### config.mk
export PLATFORM = sky130hd
export DESIGN_NAME = rsa_exp_ctrl
export DESIGN_NICKNAME = d
export VERILOG_FILES = /design/src/rtl/rsa_pkg.sv /design/src/rtl/rsa_exp_ctrl.sv
export SDC_FILE = /design/constraint.sdc
export NUM_CORES = 1
export LEC_CHECK = 0
export BUFFER_PORTS_ARGS = -buffer_cell sky130_fd_sc_hd__clkbuf_2
export CAP_MARGIN = 15
export CORE_UTILIZATION = 39
export DETAILED_ROUTE_END_ITERATION = 8
export SETUP_SLACK_MARGIN = 0.15
export SLEW_MARGIN = 15
export SYNTH_ARGS = -nofsm -noshare
export SYNTH_HDL_FRONTEND = slang
export SYNTH_SLANG_ARGS = --single-unit
### constraint.sdc
create_clock -name clk -period 5.2 [get_ports clk]
set_clock_uncertainty 0.15 [all_clocks]
set_input_delay 1.56 -clock clk [delete_from_list [all_inputs] [get_ports clk]]
set_output_delay 1.56 -clock clk [all_outputs]
set_load 0.005 [all_outputs]
### src/rtl/rsa_pkg.sv
`default_nettype none
// ============================================================================
// Package  : rsa_pkg
// Purpose  : Shared types and constants for the RSA exponentiation controller
//            and the Montgomery multiplier environment.
// Revision : 1.0 - initial release
// ============================================================================
package rsa_pkg;

  // Default operand width of the RSA datapath
  localparam int RSA_WIDTH = 8;

  // Multiplicative identity in the plain domain (used for 1*R conversions)
  localparam logic [RSA_WIDTH-1:0] ONE = RSA_WIDTH'(1);

  // Controller sequencing states
  typedef enum logic [2:0] {
    ST_IDLE   = 3'd0,
    ST_TO_M   = 3'd1,
    ST_TO_ONE = 3'd2,
    ST_SQR    = 3'd3,
    ST_MUL    = 3'd4,
    ST_FROM   = 3'd5,
    ST_DONE   = 3'd6,
    ST_ABORT  = 3'd7
  } rsa_ctrl_state_t;

  // Sources that can be routed onto an MMM operand port
  typedef enum logic [2:0] {
    SEL_M     = 3'd0,
    SEL_CONST = 3'd1,
    SEL_ONE   = 3'd2,
    SEL_X     = 3'd3,
    SEL_MBAR  = 3'd4
  } rsa_op_sel_t;

endpackage : rsa_pkg
`default_nettype wire

### src/rtl/rsa_exp_ctrl.sv
`default_nettype none
// ============================================================================
// Module   : rsa_exp_ctrl
// Purpose  : Square-and-multiply sequencer computing c = m^e mod p through an
//            external Montgomery multiplier driven by a start/done handshake.
// Revision : 1.0 - initial release
// ============================================================================
module rsa_exp_ctrl
  import rsa_pkg::*;
#(
  parameter int WIDTH = 8
) (
  input  logic             clk,
  input  logic             rstb,
  input  logic             ena,
  input  logic             start_cmd,
  input  logic             stop_cmd,
  input  logic [WIDTH-1:0] rsa_p,
  input  logic [WIDTH-1:0] rsa_e,
  input  logic [WIDTH-1:0] rsa_m,
  input  logic [WIDTH-1:0] rsa_const,
  output logic             mmm_start,
  output logic [WIDTH-1:0] mmm_a,
  output logic [WIDTH-1:0] mmm_b,
  output logic [WIDTH-1:0] mmm_p,
  input  logic             mmm_done,
  input  logic [WIDTH-1:0] mmm_result,
  output logic [WIDTH-1:0] rsa_c,
  output logic             eoc,
  output logic             busy,
  output logic             err
);

  localparam int BIT_W = $clog2(WIDTH);
  localparam logic [WIDTH-1:0] C_ONE   = WIDTH'(ONE);
  localparam logic [BIT_W-1:0] C_TOPIX = BIT_W'(WIDTH - 1);

  rsa_ctrl_state_t  r_state;
  logic             r_mmm_start;
  logic [WIDTH-1:0] r_a, r_b, r_p, r_e, r_const;
  logic [WIDTH-1:0] r_mbar, r_xbar, r_c;
  logic [BIT_W-1:0] r_idx;
  logic             r_eoc, r_err;

  rsa_ctrl_state_t  w_nxt;
  logic             w_launch, w_dec, w_accept, w_op, w_take;
  rsa_op_sel_t      w_sel_a, w_sel_b;
  logic [WIDTH-1:0] w_const, w_opa, w_opb;

  // Route one operand source; new x_bar comes straight from the finishing multiply
  function automatic logic [WIDTH-1:0] f_pick(input rsa_op_sel_t s,
                                              input logic [WIDTH-1:0] m,
                                              input logic [WIDTH-1:0] cst,
                                              input logic [WIDTH-1:0] x,
                                              input logic [WIDTH-1:0] mbar);
    case (s)
      SEL_M:     f_pick = m;
      SEL_CONST: f_pick = cst;
      SEL_X:     f_pick = x;
      SEL_MBAR:  f_pick = mbar;
      default:   f_pick = C_ONE;
    endcase
  endfunction

  assign w_op     = (r_state == ST_TO_M) || (r_state == ST_TO_ONE) || (r_state == ST_SQR) ||
                    (r_state == ST_MUL)  || (r_state == ST_FROM);
  assign w_accept = ((r_state == ST_IDLE) || (r_state == ST_DONE)) && start_cmd;
  // A result is committed only when the run is not being aborted on that cycle
  assign w_take   = w_op && mmm_done && !stop_cmd;
  assign w_const  = w_accept ? rsa_const : r_const;

  // Next-state, launch and bit-index decrement decisions
  always_comb begin
    w_nxt    = r_state;
    w_launch = 1'b0;
    w_dec    = 1'b0;
    case (r_state)
      ST_IDLE, ST_DONE: begin
        if (start_cmd) begin
          if (!rsa_p[0]) begin
            w_nxt = ST_DONE;
          end else begin
            w_nxt    = ST_TO_M;
            w_launch = 1'b1;
          end
        end
      end
      ST_TO_M, ST_TO_ONE, ST_SQR, ST_MUL, ST_FROM: begin
        if (mmm_done) begin
          if (stop_cmd) begin
            // Multiply already finished: nothing left to drain
            w_nxt = ST_IDLE;
          end else begin
            case (r_state)
              ST_TO_M:   begin w_nxt = ST_TO_ONE; w_launch = 1'b1; end
              ST_TO_ONE: begin w_nxt = ST_SQR;    w_launch = 1'b1; end
              ST_SQR: begin
                w_launch = 1'b1;
                if (r_e[r_idx])        w_nxt = ST_MUL;
                else if (r_idx == '0)  w_nxt = ST_FROM;
                else begin             w_nxt = ST_SQR; w_dec = 1'b1; end
              end
              ST_MUL: begin
                w_launch = 1'b1;
                if (r_idx == '0) w_nxt = ST_FROM;
                else begin       w_nxt = ST_SQR; w_dec = 1'b1; end
              end
              default: w_nxt = ST_DONE;
            endcase
          end
        end else if (stop_cmd) begin
          w_nxt = ST_ABORT;
        end
      end
      ST_ABORT: begin
        if (mmm_done) w_nxt = ST_IDLE;
      end
      default: w_nxt = ST_IDLE;
    endcase
  end

  // Operand selection for the multiply being launched into w_nxt
  always_comb begin
    w_sel_a = SEL_ONE;
    w_sel_b = SEL_ONE;
    case (w_nxt)
      ST_TO_M:   begin w_sel_a = SEL_M;   w_sel_b = SEL_CONST; end
      ST_TO_ONE: begin w_sel_a = SEL_ONE; w_sel_b = SEL_CONST; end
      ST_SQR:    begin w_sel_a = SEL_X;   w_sel_b = SEL_X;     end
      ST_MUL:    begin w_sel_a = SEL_X;   w_sel_b = SEL_MBAR;  end
      ST_FROM:   begin w_sel_a = SEL_X;   w_sel_b = SEL_ONE;   end
      default:   begin w_sel_a = SEL_ONE; w_sel_b = SEL_ONE;   end
    endcase
  end

  assign w_opa = f_pick(w_sel_a, rsa_m, w_const, mmm_result, r_mbar);
  assign w_opb = f_pick(w_sel_b, rsa_m, w_const, mmm_result, r_mbar);

  // Controller state, operand registers and result capture, all gated by ena
  always_ff @(posedge clk or negedge rstb) begin
    if (!rstb) begin
      r_state     <= ST_IDLE;
      r_mmm_start <= 1'b0;
      r_a         <= '0;
      r_b         <= '0;
      r_p         <= '0;
      r_e         <= '0;
      r_const     <= '0;
      r_mbar      <= '0;
      r_xbar      <= '0;
      r_c         <= '0;
      r_idx       <= '0;
      r_eoc       <= 1'b0;
      r_err       <= 1'b0;
    end else if (ena) begin
      r_state     <= w_nxt;
      r_mmm_start <= w_launch;
      if (w_launch) begin
        r_a <= w_opa;
        r_b <= w_opb;
      end
      if (w_dec) r_idx <= r_idx - 1'b1;
      if (w_accept) begin
        r_p     <= rsa_p;
        r_e     <= rsa_e;
        r_const <= rsa_const;
        r_idx   <= C_TOPIX;
        r_eoc   <= 1'b0;
        r_err   <= 1'b0;
        if (!rsa_p[0]) begin
          // Even modulus has no Montgomery inverse: reject with a zero result
          r_c   <= '0;
          r_eoc <= 1'b1;
          r_err <= 1'b1;
        end
      end
      if (w_take) begin
        case (r_state)
          ST_TO_M:              r_mbar <= mmm_result;
          ST_TO_ONE, ST_SQR,
          ST_MUL:               r_xbar <= mmm_result;
          default: begin
            r_c   <= mmm_result;
            r_eoc <= 1'b1;
          end
        endcase
      end
    end
  end

  assign mmm_start = r_mmm_start;
  assign mmm_a     = r_a;
  assign mmm_b     = r_b;
  assign mmm_p     = r_p;
  assign rsa_c     = r_c;
  assign eoc       = r_eoc;
  assign err       = r_err;
  assign busy      = !((r_state == ST_IDLE) || (r_state == ST_DONE));

endmodule : rsa_exp_ctrl
`default_nettype wire

==> results of run 1 <==
## report_power, final
group	internal, W	switching, W
clock network	0.000233	0.000193
registers	0.000743	0.000161
logic	0.000492	0.000511
total	0.00147	0.000866
## registers in the layout, summed over array words and instances (netlist names)
| signal | flops |
|---|---|
| mmm_p | 8 |
| r_e | 8 |
| mmm_b | 8 |
| r_mbar | 8 |
| mmm_start | 1 |
| r_idx | 3 |
| r_const | 8 |
| mmm_a | 8 |
| r_state | 3 |
| err | 1 |
| eoc | 1 |
| rsa_c | 8 |
## synth_stat cells (5+ instances only)
cell	count	area, um2
dfrtp_1	65	1630
mux2_2	38	428
nand2_1	33	124
nor2_1	31	116
nand3_1	18	90.1
a21oi_1	10	50.1
clkbuf_1	10	37.5
o21ai_0	10	50.1
a221oi_1	9	78.8
and3_1	9	56.3
a31oi_1	8	50.1
inv_1	8	30.0
o21ai_1	8	40.0
a21oi_2	7	61.3
buf_2	6	30.0
a21o_1	5	37.5
## cells by family after synthesis
family                     count (synthesis)  synth area share [%]
adders and majority gates                  2                 0.748
AOI/OAI and AO/OA                         66                  13.1
DFF                                       65                  48.7
muxes                                     46                  16.5
xor gates and xnor gates                   2                 0.524
buffers and inverters                     27                  3.48
and+or+nand+nor                          113                  17.0
## layout by cell type (no fill, tap or decap), types with 5 or more instances in the layout
cell type,instances
mux2_2,38
nand2_1,33
clkbuf_2,81
a31oi_1,8
inv_1,8
clkbuf_8,10
and3_1,9
a221oi_1,9
nand3_1,18
a21oi_1,10
nor2_1,31
dfrtp_1,65
a21oi_2,7
a21o_1,5
o21ai_1,8
o21ai_0,10
## worst reg2reg max path, stage by stage (launching register included)
cell and delay [ps]:
dfrtp_1 640, xor2_1 330, mux2_1 380, o22ai_1 490, nor2_1 160, nor3_2 540
a221oi_1 160, a21o_1 190
## layout make-up
| type | count | area (um2) | area share, % |
|---|---|---|---|
| clock inverter | 5 | 55.1 | 1.37 |
| multi-input combinational | 229 | 1600 | 39.7 |
| sequential | 65 | 1630 | 40.3 |
| clock buffer | 11 | 141 | 3.51 |
| tap | 105 | 131 | 3.26 |
| timing repair buffer | 84 | 448 | 11.1 |
| inverter | 8 | 30.0 | 0.745 |
## metrics by stage
stage	area [um2]	hold WS [ps]	worst slack [ps]	utilization (%)	power (W)
after floorplan	3340	291	1830	-	0.00160
after global placement	3810	320	1320	46.1	0.00189
after detailed placement	3810	313	1180	46.1	0.00192
after CTS	4010	337	1550	48.5	0.00235
after global routing	4030	344	1290	48.8	0.00252
final	4030	331	1490	48.8	0.00233
## layer usage
layer / share of wire, % / wire length (um) / up-vias
li1: - / - / 1304
met1: 46 / 3610 / 1333
met2: 49 / 3850 / 53
met3: 3.3 / 264 / 15
met4: 2.3 / 181 / 0
met5: 0 / 0 / -
## worst paths after layout
check,startpoint,to,depth (start not counted)
setup / recovery,stop_cmd,mmm_a[0],8
hold / removal,mmm_start,mmm_start,1
setup reg to reg,r_state[1],mmm_a[0],7
hold reg to reg,mmm_start,mmm_start,1
max in group asynchronous,rstb,mmm_b[5],2
min in group asynchronous,rstb,mmm_p[5],2
==> results.py, run 1 <==
metrics = {
    "timing": {
        "period_share_pct": 71.4,
        "hold_viol_final": 0,
        "finalSetupTns_ps": 0,
        "drv_slew": 0,
        "setup_violations": 0,
        "rsz0062_at_grt": "false",
        "worst_pin_slew_ps": 839,
        "period_minus_slack_ps": 3710,
        "fmax_mhz": 269,
        "slew_headroom_pct": 44.1,
    },
    "synthesis": {
        "synthArstFlopShare_pct": 100,
        "synthCells": 321,
        "syn_area_um2": 3340,
        "syn_avg_cell_area_um2": 10.4,
        "ys_warn_count": 0,
        "ys_types": 48,
        "synth_edf_count": 0,
        "ys_ff_latch": 65,
        "synth-main-ff-cell": "dfrtp_1",
        "yosysSeqAreaShare_pct": 48.7,
        "synth.net_count": 369,
    },
    "placement": {
        "dp_hpwl_um": 5630,
        "portBuffers": 81,
        "place_inst": 490,
        "gp_congestion": 0.871,
    },
    "floorplan": {
        "die_w_um": 94.6,
        "dieHeight_um": 94.6,
        "ios": 82,
        "coreArea_um2": 8260,
        "die_area_um2": 8950,
        "row_count": 33,
        "start_util_pct": 40.5,
    },
    "worst_setup_path": {
        "crit_chain": "clkbuf_2 > nand2b_1 > mux2_1 > o22ai_1 > nor2_1 > nor3_2 > a221oi_1 > a21o_1",
        "arrival_ps": 3790,
        "r2r_slack_ps": 2050,
        "crit_family": "simple AND/OR/NAND/NOR gates",
        "cp_num_buf_inv": 1,
        "worst_path_largest_cell_delay_ps": 540,
        "worstSetupEndpointType": "flop",
        "cp_slowest_cell": "nor3_2",
        "crit_required_ps": 5280,
        "path_class": "input pin to flop",
        "crit_fanout": 8,
        "cp-start-kind": "input pin",
    },
    "global_routing": {
        "top_usage_layer": "met2",
        "grt_use_total_pct": 19.3,
        "antenna_found_initial": 0,
        "grt_pass1_wl_um": 12900,
        "grt.overflow.total": 0,
        "use_met1_pct": 25.9,
        "grt_pass1_vias": 2587,
        "grt_start_max_net_pins": 66,
        "grt_use_met3_pct": 3.38,
        "use_met2_pct": 30.3,
    },
    "layout": {
        "area_growth_pct": 20.6,
        "final_nets": 445,
        "final_layout_size_suffix_gt1_share_pct": 38.8,
        "num-fill-cells": 807,
        "diodes": 0,
        "finalNonFillerCells": 507,
    },
    "min_path": {
        "hold_path.class": "flop to flop",
    },
    "drt": {
        "drc_errors": 0,
        "vias": 2705,
        "firstDrtPassIters": 5,
        "drtIter0Drc": 138,
        "vias_per_cell": 5.34,
        "drt-total-wl_um": 7910,
        "wl_per_cell_um": 15.6,
        "postRouteAntennaNets": 0,
    },
    "power_and_ir_drop": {
        "power_density_nw_per_um2": 579,
        "peakVddDrop_uv": 191,
        "leakagePower_nw": 1.94,
    },
    "clock_tree": {
        "cts_tree": "done",
        "clk_latency_ps": 340,
        "cts_root_buf": "clkbuf_8",
        "cts_buffers": 9,
        "clock_path_buffers": 2,
        "cts_hold_buf": 0,
        "htree_num_levels": 3,
        "cts_resized": 0,
        "clk_pin_slew_ps": 70,
        "postCtsSetupRepairBufs": 0,
        "cts_sinks": 65,
    },
    "job": {
        "drv_cap": 0,
    },
    "status": {
        "status": "finished clean",
    },
}
(Power assumes the default switching activity.)
==> inputs of run 2 (changes only) <==
- clock period: 5.2 -> 3.8 ns (I/O delays scaled with it)
==> results.py, run 2 (same netlist as run 1, synthesis figures left out) <==
metrics = {
    "clock_tree": {
        "postCtsSetupRepairBufs": 0,
        "clk_pin_slew_ps": 70,
        "clk_latency_ps": 350,
        "cts_resized": 0,
        "cts_tree": "done",
        "htree_num_levels": 3,
        "clock_path_buffers": 2,
        "cts_root_buf": "clkbuf_8",
        "cts_hold_buf": 0,
        "cts_buffers": 9,
        "cts_sinks": 65,
    },
    "power_and_ir_drop": {
        "leakagePower_nw": 1.94,
        "peakVddDrop_uv": 263,
        "power_density_nw_per_um2": 796,
    },
    "floorplan": {
        "die_area_um2": 8950,
        "die_w_um": 94.6,
        "coreArea_um2": 8260,
        "ios": 82,
        "row_count": 33,
        "dieHeight_um": 94.6,
        "start_util_pct": 40.5,
    },
    "drt": {
        "drtIter0Drc": 139,
        "vias": 2707,
        "drc_errors": 0,
        "vias_per_cell": 5.34,
        "drt-total-wl_um": 8010,
        "firstDrtPassIters": 4,
        "postRouteAntennaNets": 0,
        "wl_per_cell_um": 15.8,
    },
    "worst_setup_path": {
        "cp_num_buf_inv": 1,
        "crit_fanout": 11,
        "r2r_cells": 7,
        "crit_family": "simple AND/OR/NAND/NOR gates",
        "crit_chain": "clkbuf_2 > nand2b_1 > mux2_1 > o22a_1 > nand2_1 > nor3_2 > nand2b_1 > a41o_1",
        "cp-start-kind": "input pin",
        "r2r_slack_ps": 770,
        "crit_required_ps": 3880,
        "arrival_ps": 3140,
        "cp.depth": 8,
        "path_class": "input pin to flop",
        "crit_start": "stop_cmd",
        "worstSetupEndpointType": "flop",
        "worst_path_largest_cell_delay_ps": 510,
        "crit_top_cell": "nand2b_1",
        "endpoint": "mmm_b[0]",
        "cp_slowest_cell": "nor3_2",
        "rr_startpoint": "r_state[1]",
        "timing.rr.end": "mmm_b[0]",
    },
    "timing": {
        "slew_headroom_pct": 43.3,
        "period_share_pct": 80.5,
        "hold_viol_final": 0,
        "fmax_mhz": 327,
        "whs_ps": 330,
        "rsz0062_at_grt": "false",
        "setup_violations": 0,
        "worst_pin_slew_ps": 850,
        "period_minus_slack_ps": 3060,
        "drv_slew": 0,
        "finalSetupTns_ps": 0,
    },
    "layout": {
        "layout_common_cells": "clkbuf_2, dfrtp_1, mux2_2, nand2_1, nor2_1",
        "area_growth_pct": 20.6,
        "final_layout_size_suffix_gt1_share_pct": 38.8,
        "layout_commonest_cell": "clkbuf_2",
        "final_nets": 446,
        "diodes": 0,
    },
    "global_routing": {
        "grt.overflow.total": 0,
        "grt_use_total_pct": 19.8,
        "grt_pass1_wl_um": 13200,
        "grt_start_max_net_pins": 37,
        "grt_pass1_vias": 2637,
        "antenna_found_initial": 0,
    },
    "status": {
        "status": "finished clean",
    },
    "job": {
        "drv_cap": 0,
    },
    "placement": {
        "portBuffers": 81,
        "dp_hpwl_um": 5800,
        "gp_congestion": 0.886,
    },
    "min_path": {
        "hold_path.class": "flop to flop",
        "hp-start": "mmm_start",
        "holdPathStages": 1,
    },
}
[run 2: changes by cell type in the layout (fill, tap and decap cells not counted), sizes merged]
cell	previous run	this run
buf	3	4
clkbuf	92	93
clkinvlp	2	0
[run 2: metrics by stage]
stage / instances / power (W) / utilization (%) / cell area (um2) / setup slack, ps
2_1_floorplan: 321 / 0.00220 / - / 3340 / 848
5_1_grt: 507 / 0.00346 / 48.8 / 4030 / 501
3_5_place_dp: 492 / 0.00264 / 46.5 / 3840 / 407
3_3_place_gp: 492 / 0.00259 / 46.5 / 3840 / 541
6_report: 507 / 0.00321 / 48.8 / 4030 / 742
4_1_cts: 507 / 0.00324 / 48.8 / 4030 / 755
[run 2: power breakdown]
group	internal, W	leakage (nW)	switching (W)
combinational	0.000673	1.05	0.000707
sequential	0.00102	0.788	0.000221
clock	0.000333	0.102	0.000260
total	0.00202	1.94	0.00119
[run 2: metal layers]
| layer | vias up | wire length [um] | part of all wire (%) | track usage, % |
|---|---|---|---|---|
| met4 | 0 | 195 | 2.4 | 9.85 |
| met5 | - | 0 | 0 | 0 |
| met1 | 1323 | 3510 | 44 | 26.5 |
| met3 | 16 | 390 | 4.9 | 3.62 |
| li1 | 1301 | - | - | - |
| met2 | 67 | 3920 | 49 | 30.9 |
[run 2: worst register-to-register path: stages, from the launching register on]
cell and delay, ps:
dfrtp_1 620, xor2_1 370, or2_1 280, mux2i_1 390, a21oi_1 270, nor3_2 490
nand2b_1 110, a41o_1 240
[run 2: worst min-delay path by stage]
stage,slack [ps],endpoint
after detailed placement,320,err
after floorplan,290,r_mbar[0]
final,330,mmm_start
after CTS,330,r_mbar[0]
after global placement,320,err
after global routing,360,mmm_start
[run 2: layout make-up]
cell class / instances / area, um2
Tap cell: 105 / 131
Timing Repair Buffer: 85 / 448
Fill cell: 802 / 4230
Sequential cell: 65 / 1630
Inverter: 8 / 30.0
Clock inverter: 3 / 40.0
Clock buffer: 12 / 155
Multi-Input combinational cell: 229 / 1600
==> inputs of run 3 (changes only) <==
- clock period: 3.8 -> 2.9 ns (I/O delays scaled with it)
==> results.py, run 3 (same netlist as run 1, synthesis figures left out) <==
metrics = {
    "floorplan": {
        "row_count": 33,
        "coreArea_um2": 8260,
        "start_util_pct": 40.5,
        "dieHeight_um": 94.6,
        "die_w_um": 94.6,
        "die_area_um2": 8950,
        "ios": 82,
    },
    "timing": {
        "period_share_pct": 90.1,
        "finalSetupTns_ps": 0,
        "worst_pin_slew_ps": 449,
        "whs_ps": 331,
        "slew_headroom_pct": 70.0,
        "setup_violations": 0,
        "rsz0062_at_grt": "true",
        "finalWorstSetupSlack_ps": 286,
        "period_minus_slack_ps": 2610,
        "drv_slew": 0,
        "hold_viol_final": 0,
        "fmax_mhz": 383,
    },
    "min_path": {
        "hold_path.class": "flop to flop",
    },
    "power_and_ir_drop": {
        "power_density_nw_per_um2": 1060,
        "leakagePower_nw": 2.03,
        "peakVddDrop_uv": 396,
    },
    "placement": {
        "gp_congestion": 0.850,
        "dp_hpwl_um": 5820,
        "dp_slack_ps": 46.6,
        "portBuffers": 81,
        "place_area_um2": 3930,
    },
    "clock_tree": {
        "cts_tree": "done",
        "htree_num_levels": 3,
        "clk_pin_slew_ps": 70,
        "cts_root_buf": "clkbuf_8",
        "cts_hold_buf": 0,
        "clock_path_buffers": 2,
        "cts_sinks": 65,
        "clk_latency_ps": 350,
        "cts_buffers": 9,
    },
    "job": {
        "drv_cap": 0,
    },
    "global_routing": {
        "grt_pass1_vias": 2699,
        "grt_use_total_pct": 19.6,
        "antenna_found_initial": 0,
        "grt_pass1_wl_um": 13100,
        "grt.overflow.total": 0,
        "grt_start_max_net_pins": 66,
    },
    "drt": {
        "vias": 2773,
        "firstDrtPassIters": 4,
        "wl_per_cell_um": 15.6,
        "drtIter0Drc": 164,
        "drc_errors": 0,
        "vias_per_cell": 5.30,
        "drt-total-wl_um": 8160,
        "postRouteAntennaNets": 0,
    },
    "layout": {
        "register_area_um2": 1630,
        "multiInputGateArea_um2": 1620,
        "area_growth_pct": 26.4,
        "final_layout_size_suffix_gt1_share_pct": 42.8,
        "design_area_um2": 4230,
        "layout_common_cells": "clkbuf_2, dfrtp_1, mux2_2, nand2_1, nor2_1",
        "diodes": 0,
        "num-fill-cells": 777,
        "layout_commonest_cell": "clkbuf_2",
        "final_nets": 461,
    },
    "worst_setup_path": {
        "crit_required_ps": 2970,
        "arrival_ps": 2680,
        "cp_slowest_cell": "or4_4",
        "cp-start-kind": "flop",
        "worstSetupEndpointType": "flop",
        "worst_path_largest_cell_delay_ps": 660,
        "crit_family": "simple AND/OR/NAND/NOR gates",
        "crit_chain": "xor2_1 > or2_4 > a31o_2 > or4_4 > and3_1 > o21ai_1 > a31oi_1",
        "crit_fanout": 15,
        "path_class": "flop to flop",
        "cp_num_buf_inv": 0,
    },
    "status": {
        "status": "finished clean",
    },
}
run 3: cell types whose count changed in the layout (fill, tap and decap cells not counted), sizes merged:
cell | previous run | this run
buf | 4 | 19
bufinv | 1 | 2
clkbuf | 93 | 91
clkinv | 2 | 1
clkinvlp | 0 | 3
run 3: routing by layer:
| metal | up-vias | global-route usage [%] | wire, um |
|---|---|---|---|
| li1 | 1339 | - | - |
| met1 | 1357 | 25.3 | 3550 |
| met2 | 65 | 32.4 | 4090 |
| met3 | 12 | 4.91 | 407 |
| met4 | 0 | 6.06 | 117 |
| met5 | - | 0 | 0 |
run 3: worst reg2reg max path: cells and delay by family (launching register included):
kind            cells  cell delay [ps]
flops               1              440
simple gates        3             1140
xor+xnor            1              220
compound gates      3              550
run 3: final timing paths:
kind / startpoint / end / slack, ps / depth (start not counted)
min in group asynchronous: rstb / mmm_p[5] / 380 / 2
hold / removal: mmm_p[0] / mmm_p[0] / 330 / 2
setup reg to reg: r_state[1] / mmm_b[7] / 290 / 7
max in group asynchronous: rstb / r_state[1] / 1920 / 2
setup / recovery: r_state[1] / mmm_b[7] / 290 / 7
hold reg to reg: mmm_p[0] / mmm_p[0] / 330 / 2
run 3: stage by stage:
stage          instances  util (%)  power [W]
2_1_floorplan        321         -    0.00288
3_3_place_gp         503      47.6    0.00348
3_5_place_dp         503      47.6    0.00352
4_1_cts              520      50.5    0.00443
5_1_grt              523      51.2    0.00480
6_report             523      51.2    0.00446
run 3: layout make-up:
cell class                 count  share of cell area, %
sequential                    65                   38.6
multi-input combinational    229                   38.3
tap                          105                   3.11
inverter                       8                  0.711
timing repair buffer         100                   13.9
clock buffer                  10                   3.26
clock inverter                 6                   2.16
run 3: power by group:
group | total, W | switching (W) | internal (W)
sequential | 0.00160 | 0.000261 | 0.00133
clock | 0.000871 | 0.000363 | 0.000508
combinational | 0.00199 | 0.000988 | 0.00101
run 3: timing repair:
item,CTS,global route
buffers inserted,1,3
resized for setup,1,5
pin swaps,1,1
endpoints found under the setup margin,8,16
